**src/rtl/wb_regfile.sv**
```systemverilog
// Writeback stage: result mux, 32x32 register file with two async read ports, commit counter.
// Optional macro REGFILE_BYPASS_EN enables same-cycle write-through on both read ports.
module wb_regfile (
    input  logic        clk,
    input  logic        rst,
    input  logic        RegWriteW,
    input  logic        MemtoRegW,
    input  logic [31:0] ReadDataW,
    input  logic [31:0] ALUOutW,
    input  logic [4:0]  WriteRegW,
    input  logic [4:0]  A1D,
    input  logic [4:0]  A2D,
    output logic [31:0] RD1D,
    output logic [31:0] RD2D,
    output logic [31:0] ResultW,
    output logic [31:0] WbCount
);

    logic [31:0] r_regs [32];
    logic [31:0] r_wb_count;
    logic        w_commit;
    logic        w_byp1;
    logic        w_byp2;

    assign ResultW  = MemtoRegW ? ReadDataW : ALUOutW;
    assign w_commit = RegWriteW && (WriteRegW != 5'd0);
    assign WbCount  = r_wb_count;

    // Entry 0 is never written after reset, so it always reads as zero.
    always_ff @(posedge clk) begin
        if (rst) begin
            for (int i = 0; i < 32; i++) begin
                r_regs[i] <= '0;
            end
            r_wb_count <= '0;
        end else if (w_commit) begin
            r_regs[WriteRegW] <= ResultW;
            r_wb_count        <= r_wb_count + 32'd1;
        end
    end

`ifdef REGFILE_BYPASS_EN
    assign w_byp1 = w_commit && (WriteRegW == A1D);
    assign w_byp2 = w_commit && (WriteRegW == A2D);
`else
    assign w_byp1 = 1'b0;
    assign w_byp2 = 1'b0;
`endif

    always_comb begin
        RD1D = '0;
        RD2D = '0;
        if (A1D != 5'd0) begin
            RD1D = w_byp1 ? ResultW : r_regs[A1D];
        end
        if (A2D != 5'd0) begin
            RD2D = w_byp2 ? ResultW : r_regs[A2D];
        end
    end

endmodule

```
**config.mk**
```make
export PLATFORM = sky130hd
export DESIGN_NAME = wb_regfile
export DESIGN_NICKNAME = d
export VERILOG_FILES = /design/src/rtl/wb_regfile.sv
export SDC_FILE = /design/constraint.sdc
export NUM_CORES = 2
export LEC_CHECK = 0
export CAP_MARGIN = 20
export CORE_AREA = 3 3 314 393
export CTS_BUF_LIST = sky130_fd_sc_hd__clkbuf_8
export DETAILED_ROUTE_END_ITERATION = 8
export DIE_AREA = 0 0 317 396
export GPL_TIMING_DRIVEN = 1
export PLACE_DENSITY = 0.66
export SYNTH_ARGS = -nofsm -noshare
export SYNTH_HDL_FRONTEND = slang
export SYNTH_SLANG_ARGS = --single-unit
```
**constraint.sdc**
```tcl
create_clock -name clk -period 2.7 [get_ports clk]
set_input_delay 0.405 -clock clk [delete_from_list [all_inputs] [get_ports clk]]
set_output_delay 0.405 -clock clk [all_outputs]
set_load 0.03 [all_outputs]
```
# == Yosys cells after proc, flatten, opt, wreduce, memory -nomap -nowiden ==
# Memories as Yosys holds them, arrays and structs flattened.
# Index checks and enable logic that the tools add are counted.
# classes
muxes,11
n_reduce_logical,5
n_addsub,1
# ops
cell,n
2-to-1 mux 32 bit,4
adder 32 x 1 -> 32 bit (second input constant),1
OR reduction 32 bit,1
nonzero test 5 bit,3
2-to-1 mux 1 bit,6
2-to-1 mux 5 bit,1
logical AND 1 bit,1
# word_totals
ramBits,1024
mem_count,1
reg_bits,32
input_bits,83
# mem_list
memory,depth,word_bits,read_ports,rd_clocked_by_memory_dff,wr,line,text
r_regs,32,32,2,0,32,19,logic [31:0] r_regs [32];

# == Longest topological paths before layout ==
# depth
word_depth,7
mapped_depth,8
mapped_depth_nobuf,5

# == Least setup slack after synthesis ==
# No wires, ideal clock.
# synth_timing
kind,input -> output
from,input A2D[1]
to,output RD2D[12]
setup_slack_ns,0.025
path_stages,8
n_path_buf,4
arrival_ns,2.270
cell_sequence,clkbuf_1 > buf_2 > buf_2 > clkbuf_1 > mux4_2 > mux2_2 > o21ai_0 > a31oi_1
# synth_via
elab_chain_len,2
elab_cells_between_ends,3
# synth_rtl
item,line,text
start: declaration,12,"input logic [4:0] A2D,"
memory read (32 x 32 bit) / nonzero test 5 bit (equally long branches),-,
2-to-1 mux 32 bit *,56,if (A2D != 5'd0) begin
end: declaration,14,"output logic [31:0] RD2D,"
# Every way passes the cells marked *; elsewhere a longest branch is shown, timed or not.

==> key figures <==
Floorplanning
  • Starting density of the core: 44.9%
  • Vertical die dimension: around 400 um
  • Placement row count: about 140
  • Die extent in x: 317 um
  • Area of the placeable core: approximately 120,000 um2
  • Die footprint: 126,000 um2
  • Boundary pin count: about 210

Timing
  • Max Slew Vio Count: 0
  • Peak Freq: about 310 MHz
  • Setup repair after global routing missed its margin: true
  • Share of the cycle needed by the critical path after routing: 120%
  • Hold Fails Final Rpt: 0
  • PnR worst setup slack: -539 ps
  • Largest clock skew in the final design: ~7.8 ps
  • Final min period: approximately 3200 ps
  • Final total negative setup slack: -20,870 ps
  • WHS: 470 ps
  • Slew at the pin closest to its max-slew limit: 729 ps
  • Final setup violation count: 64
  • Max transition margin: 51.4%

Placement
  • Setup slack after placement: -776 ps
  • Count of input and output buffers: between 200 and 250
  • Final Wtd Congestion: 0.896
  • Cell Count Post-Placement: between 5,000 and 6,000
  • DP HPWL: around 130 mm
  • Placed standard-cell area: ~63,000 um2

Logic synthesis
  • Synth Register Bits: roughly 1,100
  • Synth area leaders: sky130_fd_sc_hd__edfxtp_1 (57%), sky130_fd_sc_hd__mux4_2 (21%), sky130_fd_sc_hd__nor2_1 (7.2%)
  • Share of flip-flops with an asynchronous set or reset: 0%
  • Largest area contributor in the synthesized netlist: sky130_fd_sc_hd__edfxtp_1
  • Count of different cell masters after synthesis: 48
  • Yosys warns: 0
  • Most frequent cell after synthesis: sky130_fd_sc_hd__nor2_1
  • Sequential share of the synthesized area: about three fifths
  • Count of flip-flops with a built-in enable after synthesis: approximately 1,000
  • Post-synthesis cell count: roughly 3,800
  • Most instantiated cells after synthesis: sky130_fd_sc_hd__nor2_1 (1,033), sky130_fd_sc_hd__edfxtp_1 (1,024), sky130_fd_sc_hd__mux4_2 (512)
  • Fraction of synthesized cell area taken by the top area cell type: between 50 and 60%
  • Post-synth design cell area: ~54,000 um2
  • Post-Syn Area per Cell: 14.3 um2
  • Dominant register cell in the synthesized netlist: sky130_fd_sc_hd__edfxtp_1

Setup path
  • Critical path startpoint category: register
  • Worst path cell trace: mux4_2 > mux2i_2 > nor2_2 > a221oi_4 > buf_4 > a21oi_4 > buf_6
  • Number of buffer and inverter instances along the worst setup path: 2
  • Category of cells accounting for the largest share of critical-path delay: multiplexers
  • Arr. time, crit path: between 2000 and 3000 ps
  • Crit Path Category: register to primary output
  • Critical Path Sink Type: primary output
  • Slowest stage delay, CP: ~500 ps
  • Data required time of the worst path: ~2300 ps
  • Cell with the largest stage delay on the worst path: sky130_fd_sc_hd__mux4_2
  • Maximum fanout encountered on the critical timing path: 2

Clock network
  • Clock Pin Slew Worst Setup and Hold Paths: ~70 ps
  • Sinks on the clock net: about 1,100
  • Clock buffers created by TritonCTS: about 160
  • Cell at the root of the clock tree: sky130_fd_sc_hd__clkbuf_8
  • Maximum buffer depth of the clock tree: 3
  • TritonCTS clock tree: built
  • Clock insertion delay at the later pin of the skew report: just under 900 ps
  • H-tree Lvls: 4

Finish
  • Final cell utilization of the core: around 57%
  • Filler-free cell count of the finished design: roughly 6,000
  • Ratio of cells with drive above 1 in the final layout: about two fifths
  • Filler Cell Count: between 9,000 and 10,000
  • Signed area change from the synthesized netlist to the final layout: 25.9%
  • Cell area after layout: around 68,000 um2
  • # nets final: ~4,400

Power and ir drop
  • Leakage component of the power: ~24 nW
  • Power Internal: about 29 mW
  • Power per cell area: about 580 nW/um2
  • Maximum ir drop on the vdd rail: roughly 0.49 mV
  • Switching fraction of total power: approximately 28%
  • Tot Pwr: 39.4 mW
  • Portion of total power attributed to the clock network: between 30 and 40%
  • Logic gate share of total power: between 10% and 20%
  • Switching power: approximately 11 mW
  • Register share of total power: between 40% and 50%

Route
  • Violation count after the first detailed-route iteration: approximately 5,100
  • Number of nets still failing antenna checks after routing: 0
  • Vias after detailed routing: 38,800
  • Average wire length per cell after detail routing: 31.9 um
  • Average via count per standard cell: roughly 6.5
  • DR pass1 iterations: 6
  • DRC violations left: 0
  • Routed wire length: a little under 200 mm

Worst hold path
  • Min-Delay Path Class: primary input to register

Flow run
  • Number of maximum-capacitance constraint violations: 0

Global route
  • All-layer global routing usage: ~30%
  • Largest net degree at the start of global routing: 48
  • First-pass GRT wire length: 273 mm
  • Number of global-route vias before repair: 39,700
  • Antenna violations before repair: 5
  • Remaining Overflow, GRT: 0

Outcome
  • Violations in the final reports: setup timing
  • Result of the run: complete, but fails checks
==> cells by family after synthesis <==
group                    after synthesis  synth area share, %
XOR/XNOR                              12                0.195
other                                  1              0.00696
AND/OR/NAND/NOR                     1230                 9.14
buffers and inverters                437                 3.30
flip-flops                          1056                 58.2
multiplexers                         737                 25.8
AO/OA/AOI/OAI                        297                 3.26
adder cells (fa/ha/maj)                1               0.0232
==> what timing repair did <==
item / 4_1_cts / 5_1_grt
buffers inserted: 18 / 8
endpoints found under the setup margin: 64 / 64
gates resized for setup: 325 / 101
hold buffers: 1 / 0
endpoints found under the hold margin: 21 / 0
pin swaps: 48 / 40
==> worst register-to-register path: stages, from the launching register on <==
cell and delay, ps:
sky130_fd_sc_hd__dfxtp_1 450, sky130_fd_sc_hd__and4_4 310, sky130_fd_sc_hd__nand4_4 200, sky130_fd_sc_hd__or4_4 610, sky130_fd_sc_hd__or4_1 530, sky130_fd_sc_hd__a21oi_1 140
==> sequential cells by signal (all words and copies together), names as in the netlist <==
name and cells:
WbCount 32, r_regs 1024
==> final timing paths <==
path | startpoint | cells after the start | slack, ps | end
worst min-delay path | MemtoRegW | 4 | 470 | r_regs[27][19]
worst max-delay path | r_regs[22][13] | 7 | -540 | RD1D[13]
worst min register to register | WbCount[29] | 2 | 500 | WbCount[29]
worst max register to register | WbCount[3] | 5 | 390 | WbCount[29]
==> power groups by stage <==
stage                     Combinational, mW  Clock, mW  Sequential [mW]
after floorplan                        3.48          0             19.4
after global placement                 6.74          0             19.5
after detailed placement               6.78          0             19.6
after CTS                              7.28       12.8             19.3
after global routing                   7.68       13.5             19.4
final                                  7.46       12.7             19.3
==> layout make-up <==
type                            instances  area [um2]  area share [%]
Tap cell                             1584        1980            2.92
Multi-Input combinational cell       2309       23000            33.9
Sequential cell                      1056       31400            46.3
Timing Repair Buffer                  728        8320            12.3
Clock inverter                        123         628           0.926
Antenna cell                            4        10.0          0.0148
Inverter                               42         158           0.232
Clock buffer                          170        2340            3.45
==> cell usage in the layout, fill, tap and decap left out, types with 17 or more instances in the layout <==
| master | count |
|---|---|
| sky130_fd_sc_hd__buf_4 | 359 |
| sky130_fd_sc_hd__o21ai_0 | 22 |
| sky130_fd_sc_hd__nand2_1 | 59 |
| sky130_fd_sc_hd__nand2b_2 | 31 |
| sky130_fd_sc_hd__buf_12 | 163 |
| sky130_fd_sc_hd__o21ai_1 | 17 |
| sky130_fd_sc_hd__mux4_2 | 512 |
| sky130_fd_sc_hd__mux2i_1 | 63 |
| sky130_fd_sc_hd__nand2_2 | 19 |
| sky130_fd_sc_hd__mux2i_4 | 38 |
| sky130_fd_sc_hd__clkinv_1 | 42 |
| sky130_fd_sc_hd__buf_6 | 52 |
| sky130_fd_sc_hd__a22oi_1 | 36 |
| sky130_fd_sc_hd__a31oi_4 | 38 |
| sky130_fd_sc_hd__a21oi_1 | 74 |
| sky130_fd_sc_hd__mux2_4 | 39 |
| sky130_fd_sc_hd__inv_1 | 94 |
| sky130_fd_sc_hd__clkbuf_8 | 171 |
| sky130_fd_sc_hd__o21ai_4 | 24 |
| sky130_fd_sc_hd__conb_1 | 32 |
| sky130_fd_sc_hd__edfxtp_1 | 1024 |
| sky130_fd_sc_hd__mux2_2 | 72 |
| sky130_fd_sc_hd__dfxtp_1 | 32 |
| sky130_fd_sc_hd__nor2_1 | 1020 |
| sky130_fd_sc_hd__clkdlybuf4s50_1 | 129 |
==> metal layers <==
layer	vias to the layer above	global-route usage (%)	part of all wire [%]
met4	2	20.8	7.7
met5	-	0	0.0068
met3	719	7.21	12
met1	19700	36.2	32
met2	3029	49.7	49
li1	15400	-	-
Power figures use the tool's default switching activity.
